--- config.mk ---
export PLATFORM = sky130hd
export DESIGN_NAME = eeprom_spi_ctrl_flat
export DESIGN_NICKNAME = d
export VERILOG_FILES = /design/src/rtl/eeprom_spi_if.sv /design/src/rtl/eeprom_spi_ctrl.sv /design/src/flat_wrapper.sv
export SDC_FILE = /design/constraint.sdc
export NUM_CORES = 1
export LEC_CHECK = 0
export ABC_AREA = 1
export CAP_MARGIN = 20
export CORE_MARGIN = 2
export CORE_UTILIZATION = 40
export DETAILED_ROUTE_END_ITERATION = 10
export PLACE_DENSITY = 0.63
export RECOVER_POWER = 100
export SYNTH_ARGS = -nofsm -noshare
export SYNTH_HDL_FRONTEND = slang
export SYNTH_SLANG_ARGS = --single-unit
--- constraint.sdc ---
create_clock -name clk -period 1.6 [get_ports clk]
set_input_delay 0.16 -clock clk [delete_from_list [all_inputs] [get_ports clk]]
set_output_delay 0.16 -clock clk [all_outputs]
set_load 0.01 [all_outputs]
--- src/rtl/eeprom_spi_if.sv ---
// Request/response and SPI pin bundle for eeprom_spi_ctrl.
// The controller uses the slave modport; the requester/EEPROM side uses master.
interface eeprom_spi_if;
    logic       start;
    logic       op;
    logic [6:0] addr;
    logic [7:0] wdata;
    logic [7:0] rdata;
    logic       busy;
    logic       done;
    logic       err;
    logic       cs_n;
    logic       sck;
    logic       mosi;
    logic       miso;

    modport master (
        output start, op, addr, wdata, miso,
        input  rdata, busy, done, err, cs_n, sck, mosi
    );

    modport slave (
        input  start, op, addr, wdata, miso,
        output rdata, busy, done, err, cs_n, sck, mosi
    );
endinterface

--- src/rtl/eeprom_spi_ctrl.sv ---
// SPI mode-0 transaction controller for a 128x8 serial EEPROM (READ, WREN/WRITE/RDSR polling).
// Optional poll timeout with err pulse is enabled by defining POLL_TIMEOUT_EN.
//
// state | meaning
// IDLE  | waiting for a start rising edge
// LOAD  | request captured, next edge opens the first frame
// WREN  | 8-bit write-enable frame
// GAP1  | cs_n high between WREN and WRITE
// WRITE | 24-bit write frame
// GAP2  | cs_n high before each status poll
// POLL  | 16-bit RDSR frame, WIP decides repeat or finish
// READ  | 24-bit read frame
// FIN   | one-cycle done (and err) pulse
module eeprom_spi_ctrl #(
    parameter int CLK_DIV = 4
) (
    input  logic         clk,
    input  logic         rst_n,
    eeprom_spi_if.slave  bus
);
    typedef enum logic [3:0] {IDLE, LOAD, WREN, GAP1, WRITE, GAP2, POLL, READ, FIN} state_t;

    localparam logic [8:0] HALF = 9'(CLK_DIV - 1);
    localparam logic [8:0] GAP  = 9'(2 * CLK_DIV - 1);

    state_t      state;
    state_t      nxt_frame;
    logic        start_d1, start_d2, launch;
    logic        op_q;
    logic [6:0]  addr_q;
    logic [7:0]  wdata_q;
    logic [22:0] sh;
    logic [4:0]  bit_cnt;
    logic [8:0]  tmr;
    logic        tmr_tc;
    logic        tail;
    logic [7:0]  rx;
    logic [7:0]  rdata_q;
    logic        busy_q, done_q, cs_n_q, sck_q, mosi_q;
    logic [23:0] fr_data;
    logic [4:0]  fr_len;
`ifdef POLL_TIMEOUT_EN
    logic [7:0]  poll_cnt;
    logic        tout;
    logic        err_q;
`endif

    assign launch = start_d1 & ~start_d2;
    assign tmr_tc = (tmr == 9'd0);

    // Contents of the frame that the current state opens next; fr_len is bits minus one.
    always_comb begin
        fr_data   = {8'h05, 16'h0000};
        fr_len    = 5'd15;
        nxt_frame = POLL;
        case (state)
            LOAD: begin
                if (op_q) begin
                    fr_data   = {8'h06, 16'h0000};
                    fr_len    = 5'd7;
                    nxt_frame = WREN;
                end else begin
                    fr_data   = {8'h03, 1'b0, addr_q, 8'h00};
                    fr_len    = 5'd23;
                    nxt_frame = READ;
                end
            end
            GAP1: begin
                fr_data   = {8'h02, 1'b0, addr_q, wdata_q};
                fr_len    = 5'd23;
                nxt_frame = WRITE;
            end
            default: ;
        endcase
    end

    always_ff @(posedge clk or negedge rst_n) begin
        if (!rst_n) begin
            state    <= IDLE;
            start_d1 <= 1'b0;
            start_d2 <= 1'b0;
            op_q     <= 1'b0;
            addr_q   <= 7'd0;
            wdata_q  <= 8'd0;
            sh       <= 23'd0;
            bit_cnt  <= 5'd0;
            tmr      <= 9'd0;
            tail     <= 1'b0;
            rx       <= 8'd0;
            rdata_q  <= 8'd0;
            busy_q   <= 1'b0;
            done_q   <= 1'b0;
            cs_n_q   <= 1'b1;
            sck_q    <= 1'b0;
            mosi_q   <= 1'b0;
`ifdef POLL_TIMEOUT_EN
            poll_cnt <= 8'd0;
            tout     <= 1'b0;
            err_q    <= 1'b0;
`endif
        end else begin
            start_d1 <= bus.start;
            start_d2 <= start_d1;
            case (state)
                IDLE: begin
                    done_q <= 1'b0;
`ifdef POLL_TIMEOUT_EN
                    err_q  <= 1'b0;
`endif
                    if (launch) begin
                        state   <= LOAD;
                        busy_q  <= 1'b1;
                        op_q    <= bus.op;
                        addr_q  <= bus.addr;
                        wdata_q <= bus.wdata;
`ifdef POLL_TIMEOUT_EN
                        poll_cnt <= 8'd0;
                        tout     <= 1'b0;
`endif
                    end
                end
                LOAD, GAP1, GAP2: begin
                    if (state == LOAD || tmr_tc) begin
                        state   <= nxt_frame;
                        cs_n_q  <= 1'b0;
                        sck_q   <= 1'b0;
                        mosi_q  <= fr_data[23];
                        sh      <= fr_data[22:0];
                        bit_cnt <= fr_len;
                        tmr     <= HALF;
                        tail    <= 1'b0;
                    end else begin
                        tmr <= tmr - 9'd1;
                    end
                end
                WREN, WRITE, POLL, READ: begin
                    if (!tmr_tc) begin
                        tmr <= tmr - 9'd1;
                    end else begin
                        tmr <= HALF;
                        if (tail) begin
                            cs_n_q <= 1'b1;
                            tmr    <= GAP;
                            case (state)
                                WREN:  state <= GAP1;
                                WRITE: state <= GAP2;
                                READ: begin
                                    rdata_q <= rx;
                                    state   <= FIN;
                                end
                                default: begin
                                    if (rx[0]) begin
`ifdef POLL_TIMEOUT_EN
                                        if (poll_cnt == 8'd254) begin
                                            tout  <= 1'b1;
                                            state <= FIN;
                                        end else begin
                                            poll_cnt <= poll_cnt + 8'd1;
                                            state    <= GAP2;
                                        end
`else
                                        state <= GAP2;
`endif
                                    end else begin
                                        state <= FIN;
                                    end
                                end
                            endcase
                        end else if (!sck_q) begin
                            sck_q <= 1'b1;
                            rx    <= {rx[6:0], bus.miso};
                        end else begin
                            sck_q <= 1'b0;
                            if (bit_cnt == 5'd0) begin
                                tail   <= 1'b1;
                                mosi_q <= 1'b0;
                            end else begin
                                bit_cnt <= bit_cnt - 5'd1;
                                mosi_q  <= sh[22];
                                sh      <= {sh[21:0], 1'b0};
                            end
                        end
                    end
                end
                FIN: begin
                    done_q <= 1'b1;
                    busy_q <= 1'b0;
`ifdef POLL_TIMEOUT_EN
                    err_q  <= tout;
`endif
                    state  <= IDLE;
                end
                default: state <= IDLE;
            endcase
        end
    end

    assign bus.rdata = rdata_q;
    assign bus.busy  = busy_q;
    assign bus.done  = done_q;
    assign bus.cs_n  = cs_n_q;
    assign bus.sck   = sck_q;
    assign bus.mosi  = mosi_q;
`ifdef POLL_TIMEOUT_EN
    assign bus.err   = err_q;
`else
    assign bus.err   = 1'b0;
`endif
endmodule

--- src/flat_wrapper.sv ---
// flat-port wrapper written by rule: the top's interface ports become plain ports
module eeprom_spi_ctrl_flat 
#(
    parameter int CLK_DIV = 4
)
  (clk, rst_n, bus_start, bus_op, bus_addr, bus_wdata, bus_miso, bus_rdata, bus_busy, bus_done, bus_err, bus_cs_n, bus_sck, bus_mosi);
  eeprom_spi_if bus_i ();
  input  logic clk;
  input  logic rst_n;
  input wire logic [$bits(bus_i.start)-1:0] bus_start;
  input wire logic [$bits(bus_i.op)-1:0] bus_op;
  input wire logic [$bits(bus_i.addr)-1:0] bus_addr;
  input wire logic [$bits(bus_i.wdata)-1:0] bus_wdata;
  input wire logic [$bits(bus_i.miso)-1:0] bus_miso;
  output wire logic [$bits(bus_i.rdata)-1:0] bus_rdata;
  output wire logic [$bits(bus_i.busy)-1:0] bus_busy;
  output wire logic [$bits(bus_i.done)-1:0] bus_done;
  output wire logic [$bits(bus_i.err)-1:0] bus_err;
  output wire logic [$bits(bus_i.cs_n)-1:0] bus_cs_n;
  output wire logic [$bits(bus_i.sck)-1:0] bus_sck;
  output wire logic [$bits(bus_i.mosi)-1:0] bus_mosi;
  assign bus_i.start = bus_start;
  assign bus_i.op = bus_op;
  assign bus_i.addr = bus_addr;
  assign bus_i.wdata = bus_wdata;
  assign bus_i.miso = bus_miso;
  assign bus_rdata = bus_i.rdata;
  assign bus_busy = bus_i.busy;
  assign bus_done = bus_i.done;
  assign bus_err = bus_i.err;
  assign bus_cs_n = bus_i.cs_n;
  assign bus_sck = bus_i.sck;
  assign bus_mosi = bus_i.mosi;
  eeprom_spi_ctrl #(.CLK_DIV(CLK_DIV)) u_core (.clk(clk), .rst_n(rst_n), .bus(bus_i));
endmodule
==> results of run 1 <==
## state kept, by name, summed over array words and instances (netlist names)
register,flops
u_core.tmr,9
u_core.addr_q,7
u_core.sh,23
u_core.start_d2,1
u_core.bus.cs_n,1
u_core.bus.busy,1
u_core.wdata_q,8
u_core.bus.mosi,1
u_core.state,4
u_core.bus.sck,1
u_core.rx,8
u_core.bus.done,1
u_core.bit_cnt,5
u_core.start_d1,1
u_core.tail,1
u_core.bus.rdata,8
u_core.op_q,1
## cell families after synthesis
family                     count (synthesis)  share of synthesized area
DFF                                       81                      0.514
other                                      1                   0.000950
adders and majority gates                  2                    0.00634
xor gates and xnor gates                   7                     0.0155
AOI/OAI and AO/OA                         34                     0.0472
muxes                                     14                     0.0399
and+or+nand+nor                          273                      0.308
buffers and inverters                     57                     0.0688
## per-stage QoR
step | cells | hold slack, ns | util | total power (W) | setup WS, ns
floorplan | 469 | -0.136 | - | 0.00644 | -0.0232
global placement | 649 | 0.115 | 0.476 | 0.00773 | 0.0277
detailed placement | 649 | 0.121 | 0.476 | 0.00785 | -0.0367
CTS | 666 | 0.230 | 0.500 | 0.00953 | -0.0212
global route | 672 | 0.348 | 0.513 | 0.0107 | -0.157
finish | 672 | 0.362 | 0.513 | 0.00981 | 0.00534
## cell usage in the layout (no fill, tap or decap), types with 12 or more instances in the layout
cell type and count:
nand2_1 184, dfrtp_1 78, inv_1 33, buf_4 26, nor2_1 25, nand3_1 22, o21ai_0 17, clkdlybuf4s50_1 17
dlygate4sd3_1 14, nand2_2 12
## worst max-delay path, cell delays in order, from the launching register on
cell,delay [ns]
dfrtp_1,0.38
inv_1,0.07
ha_2,0.18
nand2_2,0.07
nor2_4,0.11
nand3_4,0.12
nand2_4,0.11
nand3_4,0.10
nor2_8,0.13
buf_12,0.16
nand2_1,0.06
nand2_1,0.05
## cell usage after synthesis (2+ instances only)
library cell    n
nand3_1        24
buf_4           6
inv_1          34
nor2_2          3
inv_2           9
xnor2_1         3
buf_2           4
nand2_1       194
xor2_1          4
nand2_4         4
a21oi_1         4
nor2_1         31
nand4_1         2
nand2_2         3
nor2_4          5
ha_1            2
mux2_2          9
dfrtp_1        80
mux2_1          5
buf_6           4
nand3_4         2
o21ai_0        19
o21ai_1         6
## report_power, final
group          switching [W]  internal, W  leakage, nW
registers           0.000485      0.00278         1.03
logic                0.00291      0.00207         1.36
clock network       0.000824     0.000752        0.103
## final cells by class
class                           count  area, µm²
Clock buffer                        9        124
Clock inverter                      7       83.8
Fill cell                         953       4720
Inverter                           43        165
Multi-Input combinational cell    332       1750
Sequential cell                    81       2030
Tap cell                          133        166
Timing Repair Buffer               67        649
## final timing paths
kind / start / endpoint / slack (ns)
setup / recovery: u_core.tmr[0] / u_core.sh[5] / 0.005
hold / removal: bus_start / u_core.start_d1 / 0.36
setup reg to reg: u_core.tmr[0] / u_core.sh[5] / 0.005
hold reg to reg: u_core.start_d1 / u_core.start_d2 / 0.41
max in group asynchronous: rst_n / u_core.state[2] / 0.15
min in group asynchronous: rst_n / u_core.bus.rdata[5] / 0.40
## timing repair
action	4_1_cts	5_1_grt
resized for setup	5	30
endpoints found under the setup margin	32	70
buffers inserted	0	4
cloned	0	2
pin swaps	0	8
hold buffers	1	0
hold endpoints to repair	27	0
## metal layers
metal	track usage	wire length (µm)	vias up
li1	-	-	1591
met1	0.222	3910	1500
met2	0.277	3910	66
met3	0.0356	264	10
met4	0.0536	97	0
met5	0	0	-
==> metrics.md, run 1 <==
| Metric | Value |
|---|---|
| Horiz. Die Dim | between 100 and 150 µm |
| Primary FF master, synth | dfrtp_1 |
| I/O Buffers | 32 |
| Seq/Total Area, Yosys | 0.514 |
| Root Buffer | clkbuf_8 |
| Max Buffers Root-to-Sink | 2 |
| Crit path arrival time | 1.88 ns |
| Vias in the first global route | 3145 |
| Tmin final | between 1.5 and 2 ns |
| DRT Wirelength | 8190 µm |
| Synth Cell Area | 3950 µm² |
| CP Max Fanout | 19 |
| Final Skew | 0.0135 ns |
| Vias after detailed routing | 3167 |
| Share of the synthesized area in the top cell type | 0.507 |
| Crit end category | flip-flop |
| Total track usage | 0.168 |
| Avg Vias per Cell | 4.71 |
| Final period utilization | 0.997 |
| Die area | approximately 11000 µm² |
| Clock transition at path regs | 0.09 ns |
| Total gr overflow | 0 |
| Final RePlAce weighted congestion | 0.893 |
| # IOs | 34 |
| Ys Warns | 0 |
| PD cells | 1970 nW/µm² |
| DP Wirelength | ~5500 µm |
| Top cells by area, synth | dfrtp_1, nand2_1, inv_1 |
| ANT nets after route | 0 |
| Pin count of the biggest net entering global routing | 36 |
| Worst Max-Slew Pin Slew | 0.741 ns |
| Number of DRC markers in iteration 0 | ~220 |
| CTS tree | done |
| N_diodes | 0 |
| Initial antenna violation count | 0 |
| H-tree depth | 3 |
| Outcome | finished, final reports clean |
| Worst EP required | 1.89 ns |
| Setup TNS Final | 0 ns |
| Final instance area | 4970 µm² |
| Global-route wire length before repair | 14100 µm |
| Max-cap viol count | 0 |
| Hold depth | 1 |
| Post-Synthesis Cells | 469 |
| Fin. max-slew vios | 0 |
| Endpoints failing setup | 0 |
| Number of synthesized register bits | 81 |
| Initial core utilization | 0.408 |
| Post-synth EDFFs | 0 |
| Share of layout cells above drive strength 1 | 0.213 |
| # DRC | 0 |
| Avg Inst Size Synth | ~8.4 µm² |
| Reg2Reg Depth | 11 |
| Sink Count | roughly 80 |
| IR drop worst, VDD | 0.808 mV |
| Clock insertion delay at the later pin of the skew report | 0.35 ns |
| Worst setup SP type | flip-flop |
| P&R area growth vs syn | 25.8% |
| Final nets | 556 |
| Core area | 9680 µm² |
| Lkg Pwr | around 2.5 nW |
| Synth area leader | dfrtp_1 |
| DIE HEIGHT | approximately 100 µm |
| Fraction of registers with async set/reset | 1.00 |
| Unique masters post-synth | 35 |
| Syn Nets | 491 |
| WS Path Type | flip-flop to flip-flop |
| Unrepaired setup endpoints after global routing | true |
| Row cnt | 36 |
| Slew HR | 0.506 |
| Worst Hold Class | input port to flip-flop |
| Placed cell area | 4610 µm² |
| Cts bufs inserted | 9 |
| First drt pass iteration count | 4 |
| Wirelength per Cell | 12.2 µm |
| FMAX | 0.627 GHz |
| Final Hold Vio Count | 0 |
(Power assumes the default switching activity.)
==> run 2, diff against run 1 <==
--- a/config.mk
+++ b/config.mk
@@ -12,6 +12,7 @@
 export DETAILED_ROUTE_END_ITERATION = 10
 export PLACE_DENSITY = 0.63
 export RECOVER_POWER = 100
+export SETUP_SLACK_MARGIN = 0.5
 export SYNTH_ARGS = -nofsm -noshare
 export SYNTH_HDL_FRONTEND = slang
 export SYNTH_SLANG_ARGS = --single-unit
==> run 2 against run 1 <==
Compared with the run above: register-to-register slack is essentially flat; via count grew 2.7%; sequential share of layout area shrank 1.9 points; clock-buffer cell count is the same; worst setup slack gained 0.0084 ns; sequential cell count is the same; cell area grew 4.9%; sequential power is essentially flat; total power grew 7.5%; clock skew shrank 0.0010 ns; routed wire length grew 1.7%; critical path type unchanged; largest power group unchanged.
==> metrics.md, run 2 (synthesis results as in run 1) <==
| Metric | Value |
|---|---|
| Row cnt | 36 |
| ANT nets after route | 0 |
| Worst EP required | roughly 1.9 ns |
| WS Path Type | flip-flop to flip-flop |
| Unrepaired setup endpoints after global routing | true |
| Final period utilization | 0.991 |
| Horiz. Die Dim | 103 µm |
| Sink Count | 81 |
| Post-Route Utilization | 0.538 |
| # IOs | 34 |
| Cts bufs inserted | 9 |
| Fin. max-slew vios | 0 |
| Final Hold Vio Count | 0 |
| Worst Hold Class | input port to asynchronous set/reset pin |
| IR drop worst, VDD | 1.05 mV |
| Commonest cells after routing, fill and taps aside | nand2_1, dfrtp_1, buf_4 |
| Vias in the first global route | ~3300 |
| Total track usage | 0.173 |
| I/O Buffers | 32 |
| Top Registers | u_core.sh x23, u_core.tmr x9 |
| Root Buffer | clkbuf_8 |
| Max Buffers Root-to-Sink | 2 |
| Max-cap viol count | 0 |
| PD cells | just over 2000 nW/µm² |
| Max FFs per register | 23 |
| Number of DRC markers in iteration 0 | 93 |
| Outcome | finished, final reports clean |
| CP max stage delay | approximately 0.38 ns |
| Clock insertion delay at the later pin of the skew report | between 0.3 and 0.4 ns |
| DRT Wirelength | approximately 8300 µm |
| Tmin final | ~1.6 ns |
| Post-route insts no fill | 690 |
| Initial antenna violation count | 0 |
| Clk pwr share | 0.149 |
| Worst Path Buf+Inv | 2 |
| Commonest non-fill, non-tap cell in the layout | nand2_1 |
| Lkg Pwr | 2.60 nW |
| Final instance area | 5210 µm² |
| Final nets | roughly 570 |
| Worst path cell trace | inv_1, ha_2, nand2_2, nor2_4, nand3_4, nand2_4, nand3_4, nor2_8, buf_12, nand2_1, nand2_1 |
| DIE HEIGHT | 103 µm |
| Core area | 9680 µm² |
| CP Max Fanout | 14 |
| Final RePlAce weighted congestion | between 0.8 and 0.9 |
| R2r setup slk | 0.01 ns |
| Clock transition at path regs | 0.09 ns |
| Vias after detailed routing | 3254 |
| Most flops, register | u_core.sh |
| Share of layout cells above drive strength 1 | 0.282 |
| Wirelength per Cell | 12.1 µm |
| CP max stage cell | dfrtp_1 |
| Endpoints failing setup | 0 |
| Slew HR | 0.570 |
| Final Skew | ~0.013 ns |
| Internal | 0.00609 W |
| Worst Max-Slew Pin Slew | 0.645 ns |
| H-tree depth | 3 |
| Crit path arrival time | 1.88 ns |
| Comb pwr share | 0.544 |
| First drt pass iteration count | 4 |
| Global-route wire length before repair | 14500 µm |
| Sw frac | 0.423 |
| Crit path max-delay family | simple AND/OR/NAND/NOR gates |
| P&R area growth vs syn | 32.0% |
| Crit end category | flip-flop |
| DP Wirelength | roughly 5600 µm |
| Worst setup SP type | flip-flop |
| Pin count of the biggest net entering global routing | 36 |
| FMAX | 0.630 GHz |
| NetSw | 0.00446 W |
| Total gr overflow | 0 |
| Placed cell area | 4670 µm² |
| Avg Vias per Cell | 4.72 |
| N_diodes | 0 |
| Worst hold-check slack | 0.363 ns |
| # DRC | 0 |
| CTS tree | done |
| Sequential power share | 0.308 |
| Placed Instances | 654 |
| Die area | 10700 µm² |
| Initial core utilization | 0.408 |
[run 2: cell types whose count changed in the layout (fill, tap and decap cells not counted), moves of 8 or more]
cell / previous run / this run
mux2_2: 9 / 0
clkbuf_1: 0 / 12
buf_6: 1 / 9
nand2_1: 184 / 174
dlygate4sd3_1: 14 / 2
buf_4: 26 / 36
nand2_2: 12 / 21
o21ai_0: 17 / 9
mux2_4: 0 / 14
[run 2: area by class of cell]
cell class / instances / area, µm²
Tap cell: 133 / 166
Timing Repair Buffer: 84 / 724
Clock buffer: 9 / 124
Sequential cell: 81 / 2030
Clock inverter: 7 / 82.6
Multi-Input combinational cell: 333 / 1920
Inverter: 43 / 168
Fill cell: 922 / 4470
[run 2: power by group through the flow]
stage	logic (W)	registers, W	clock network (W)
finish	0.00573	0.00325	0.00157
detailed placement	0.00485	0.00327	0
global placement	0.00473	0.00325	0
floorplan	0.00337	0.00316	0
global route	0.00637	0.00333	0.00171
CTS	0.00539	0.00324	0.00162
[run 2: final timing paths]
| check | start | end | depth (start not counted) |
|---|---|---|---|
| setup reg to reg | u_core.tmr[0] | u_core.bit_cnt[2] | 11 |
| min in group clk | bus_miso | u_core.rx[0] | 3 |
| max in group asynchronous | rst_n | u_core.sh[5] | 3 |
| setup / recovery | u_core.tmr[0] | u_core.bit_cnt[2] | 11 |
| hold reg to reg | u_core.start_d1 | u_core.start_d2 | 0 |
| hold / removal | rst_n | u_core.bus.rdata[6] | 2 |
[run 2: what timing repair did]
action / 4_1_cts / 5_1_grt
pin swaps: 9 / 7
hold buffers: 1 / 0
resized for setup: 94 / 33
setup buffers: 13 / 4
setup endpoints to repair: 92 / 81
endpoints found under the hold margin: 24 / 0
gates cloned: 2 / 0
[run 2: metal layers]
metal,vias to the layer above,global-route usage,part of all wire
met5,-,0,0
met4,0,0.0466,0.012
met3,9,0.0423,0.048
met2,86,0.300,0.50
met1,1533,0.217,0.44
li1,1626,-,-
[run 2: worst reg2reg max path, stage by stage, from the launching register on]
cell     delay [ns]
dfrtp_1        0.38
inv_1          0.06
ha_2           0.18
nand2_2        0.07
nor2_4         0.12
nand3_4        0.11
nand2_4        0.12
nand3_4        0.10
nor2_8         0.14
buf_12         0.15
nand2_1        0.06
nand2_1        0.05
[run 2: metrics by stage]
stage | setup TNS (ns) | worst slack [ns] | total power (W)
final | 0 | 0.0138 | 0.0105
after global routing | -3.94 | -0.128 | 0.0114
after CTS | 0 | 0.00134 | 0.0102
after detailed placement | -0.0327 | -0.0200 | 0.00812
after global placement | 0 | 0.00891 | 0.00798
after floorplan | -0.394 | -0.0223 | 0.00653
==> run 3, diff against run 2 <==
--- a/config.mk
+++ b/config.mk
@@ -10,7 +10,7 @@
 export CORE_MARGIN = 2
 export CORE_UTILIZATION = 40
 export DETAILED_ROUTE_END_ITERATION = 10
-export PLACE_DENSITY = 0.63
+export PLACE_DENSITY = 0.61
 export RECOVER_POWER = 100
 export SETUP_SLACK_MARGIN = 0.5
 export SYNTH_ARGS = -nofsm -noshare
==> constraint.sdc (replaced) <==
create_clock -name clk -period 1.9 [get_ports clk]
set_input_delay 0.19 -clock clk [delete_from_list [all_inputs] [get_ports clk]]
set_output_delay 0.19 -clock clk [all_outputs]
set_load 0.01 [all_outputs]
==> run 3 against run 2 <==
Compared with the run above: sequential cell count is the same; critical path depth shrank 5; via count increased by 1.3%; global-route usage rose by 0.90 points; worst setup slack better by 0.18 ns; non-clock buffer count fell by 3; cell count fell by 0.14%; die area unchanged; sequential power is 14% lower; core utilization about the same; total power shrank 16%; critical path type unchanged.
==> metrics.md, run 3 (synthesis results as in run 1) <==
| Metric | Value |
|---|---|
| # DRC | 0 |
| Setup TNS Final | 0 ns |
| Placed cell area | between 4000 and 5000 µm² |
| CP max stage cell | dfrtp_1 |
| Global-route wire length before repair | between 15000 and 20000 µm |
| Pin count of the biggest net entering global routing | 57 |
| N_diodes | 0 |
| DP Wirelength | a little over 5000 µm |
| WS Path Type | flip-flop to flip-flop |
| Hold endpoint | u_core.start_d2 |
| Critical Path Stages | 6 |
| Total gr overflow | 0 |
| Fin. max-slew vios | 0 |
| Placed Instances | 625 |
| Wirelength per Cell | 13.6 µm |
| Root Buffer | clkbuf_8 |
| Core area | about 9700 µm² |
| I/O Buffers | 32 |
| Worst Max-Slew Pin Slew | 0.706 ns |
| FMAX | 0.584 GHz |
| Final nets | 574 |
| Multi-input logic area | 1890 µm² |
| Crit end category | flip-flop |
| Sink Count | 81 |
| Pre-CTS WS | 0.0436 ns |
| Row cnt | 36 |
| DIE HEIGHT | 103 µm |
| Commonest cells after routing, fill and taps aside | nand2_1, dfrtp_1, inv_1, buf_4, nand3_1 |
| Die area | 10700 µm² |
| Hold depth | 0 |
| Worst Path Buf+Inv | 1 |
| ANT nets after route | 0 |
| Max FFs per register | 23 |
| Hold path start | u_core.start_d1 |
| Storage element area | approximately 2000 µm² |
| Fill cells | 911 |
| Final period utilization | 0.900 |
| Vias in the first global route | about 3300 |
| Max Buffers Root-to-Sink | 2 |
| Crit path arrival time | 1.95 ns |
| Max-cap viol count | 0 |
| Final Hold Vio Count | 0 |
| Final RePlAce weighted congestion | 0.814 |
| R2R Path End | u_core.wdata_q[3] |
| Worst setup SP type | flip-flop |
| Lkg Pwr | 2.61 nW |
| Commonest non-fill, non-tap cell in the layout | nand2_1 |
| CP max stage delay | between 0.4 and 0.5 ns |
| Final instance area | 5210 µm² |
| Number of DRC markers in iteration 0 | 135 |
| # IOs | 34 |
| IR drop worst, VDD | 0.625 mV |
| PD cells | between 1500 and 2000 nW/µm² |
| Final Skew | 0.0110 ns |
| Clock insertion delay at the later pin of the skew report | 0.35 ns |
| Post-Route Utilization | 0.538 |
| H-tree depth | 3 |
| Total track usage | 0.182 |
| Top Registers | u_core.sh x23, u_core.tmr x9 |
| Horiz. Die Dim | 103 µm |
| Crit path max-delay family | simple AND/OR/NAND/NOR gates |
| Share of layout cells above drive strength 1 | 0.248 |
| Tmin final | 1.71 ns |
| Cts bufs inserted | 9 |
| Post-route insts no fill | roughly 700 |
| Unrepaired setup endpoints after global routing | true |
| Initial core utilization | 0.408 |
| Slew HR | 0.529 |
| DRT Wirelength | approximately 9400 µm |
| Worst path cell trace | nor2_4, nand2_4, nor2_1, buf_6, nand2_8, mux2_1 |
| Reg2Reg Depth | 6 |
| P&R area growth vs syn | 31.9% |
| Most flops, register | u_core.sh |
| CP Max Fanout | 5 |
| FF-to-FF Start | u_core.state[0] |
| R2r setup slk | 0.19 ns |
| CTS tree | done |
| Worst Hold Class | flip-flop to flip-flop |
| Vias after detailed routing | 3297 |
| Avg Vias per Cell | between 4 and 5 |
| Final worst slack | around 0.19 ns |
| Initial antenna violation count | 0 |
| Clock transition at path regs | 0.08 ns |
| Endpoints failing setup | 0 |
| Worst EP required | approximately 2.1 ns |
| First drt pass iteration count | 4 |
| Outcome | finished, final reports clean |
## run 3: cell count changes in the layout (fill, tap and decap cells not counted), sizes merged
cell	before	now
dlygate4sd2	0	13
buf	50	43
nand3	27	28
clkbuf	24	15
bufinv	1	0
bufbuf	0	1
nor2	40	42
inv	46	41
clkinv	0	4
## run 3: repair_timing
action	CTS	global route
endpoints found under the hold margin	24	0
hold buffers	1	0
setup endpoints to repair	87	75
setup buffers	25	17
gates cloned	5	1
gates resized for setup	57	40
pin swaps	21	31
## run 3: how the worst max path moves through the flow
stage	startpoint	to	slack, ns
floorplan	u_core.tmr[0]	u_core.sh[17]	0.28
global placement	u_core.tmr[0]	u_core.sh[14]	0.09
detailed placement	u_core.tmr[0]	u_core.sh[6]	0.04
CTS	u_core.tmr[1]	u_core.sh[4]	0.29
global route	u_core.state[0]	u_core.sh[0]	0.10
finish	u_core.state[0]	u_core.wdata_q[3]	0.19
## run 3: worst register-to-register path: stages, from the launching register on
cell and delay, ns:
dfrtp_1 0.48, nor2_4 0.17, nand2_4 0.09, nor2_1 0.28, buf_6 0.19, nand2_8 0.07, mux2_1 0.33
## run 3: layer usage
layer	wire length, µm	vias to the layer above	global-route usage
met4	260	0	0.0698
met2	4520	73	0.298
met3	339	22	0.0269
li1	-	1629	-
met1	4270	1573	0.246
met5	0	-	0
## run 3: per-stage QoR
step	hold WS [ns]	power (W)
after global placement	0.126	0.00610
after detailed placement	0.133	0.00618
after floorplan	-0.106	0.00550
after global routing	0.385	0.00954
final	0.386	0.00885
after CTS	0.258	0.00835
## run 3: area by class of cell
class,count,area share
clock inverters,5,0.00649
clock buffers,10,0.0245
inverters,43,0.0341
flip-flops and latches,81,0.390
well taps,133,0.0320
repair buffers,81,0.149
multi-input cells,336,0.364
## run 3: report_power, final
part | switching (W) | leakage [nW] | total [W] | internal, W
sequential | 0.000448 | 1.03 | 0.00279 | 0.00234
clock | 0.000644 | 0.0781 | 0.00111 | 0.000466
combinational | 0.00277 | 1.50 | 0.00495 | 0.00218
total | 0.00386 | 2.61 | 0.00885 | 0.00499
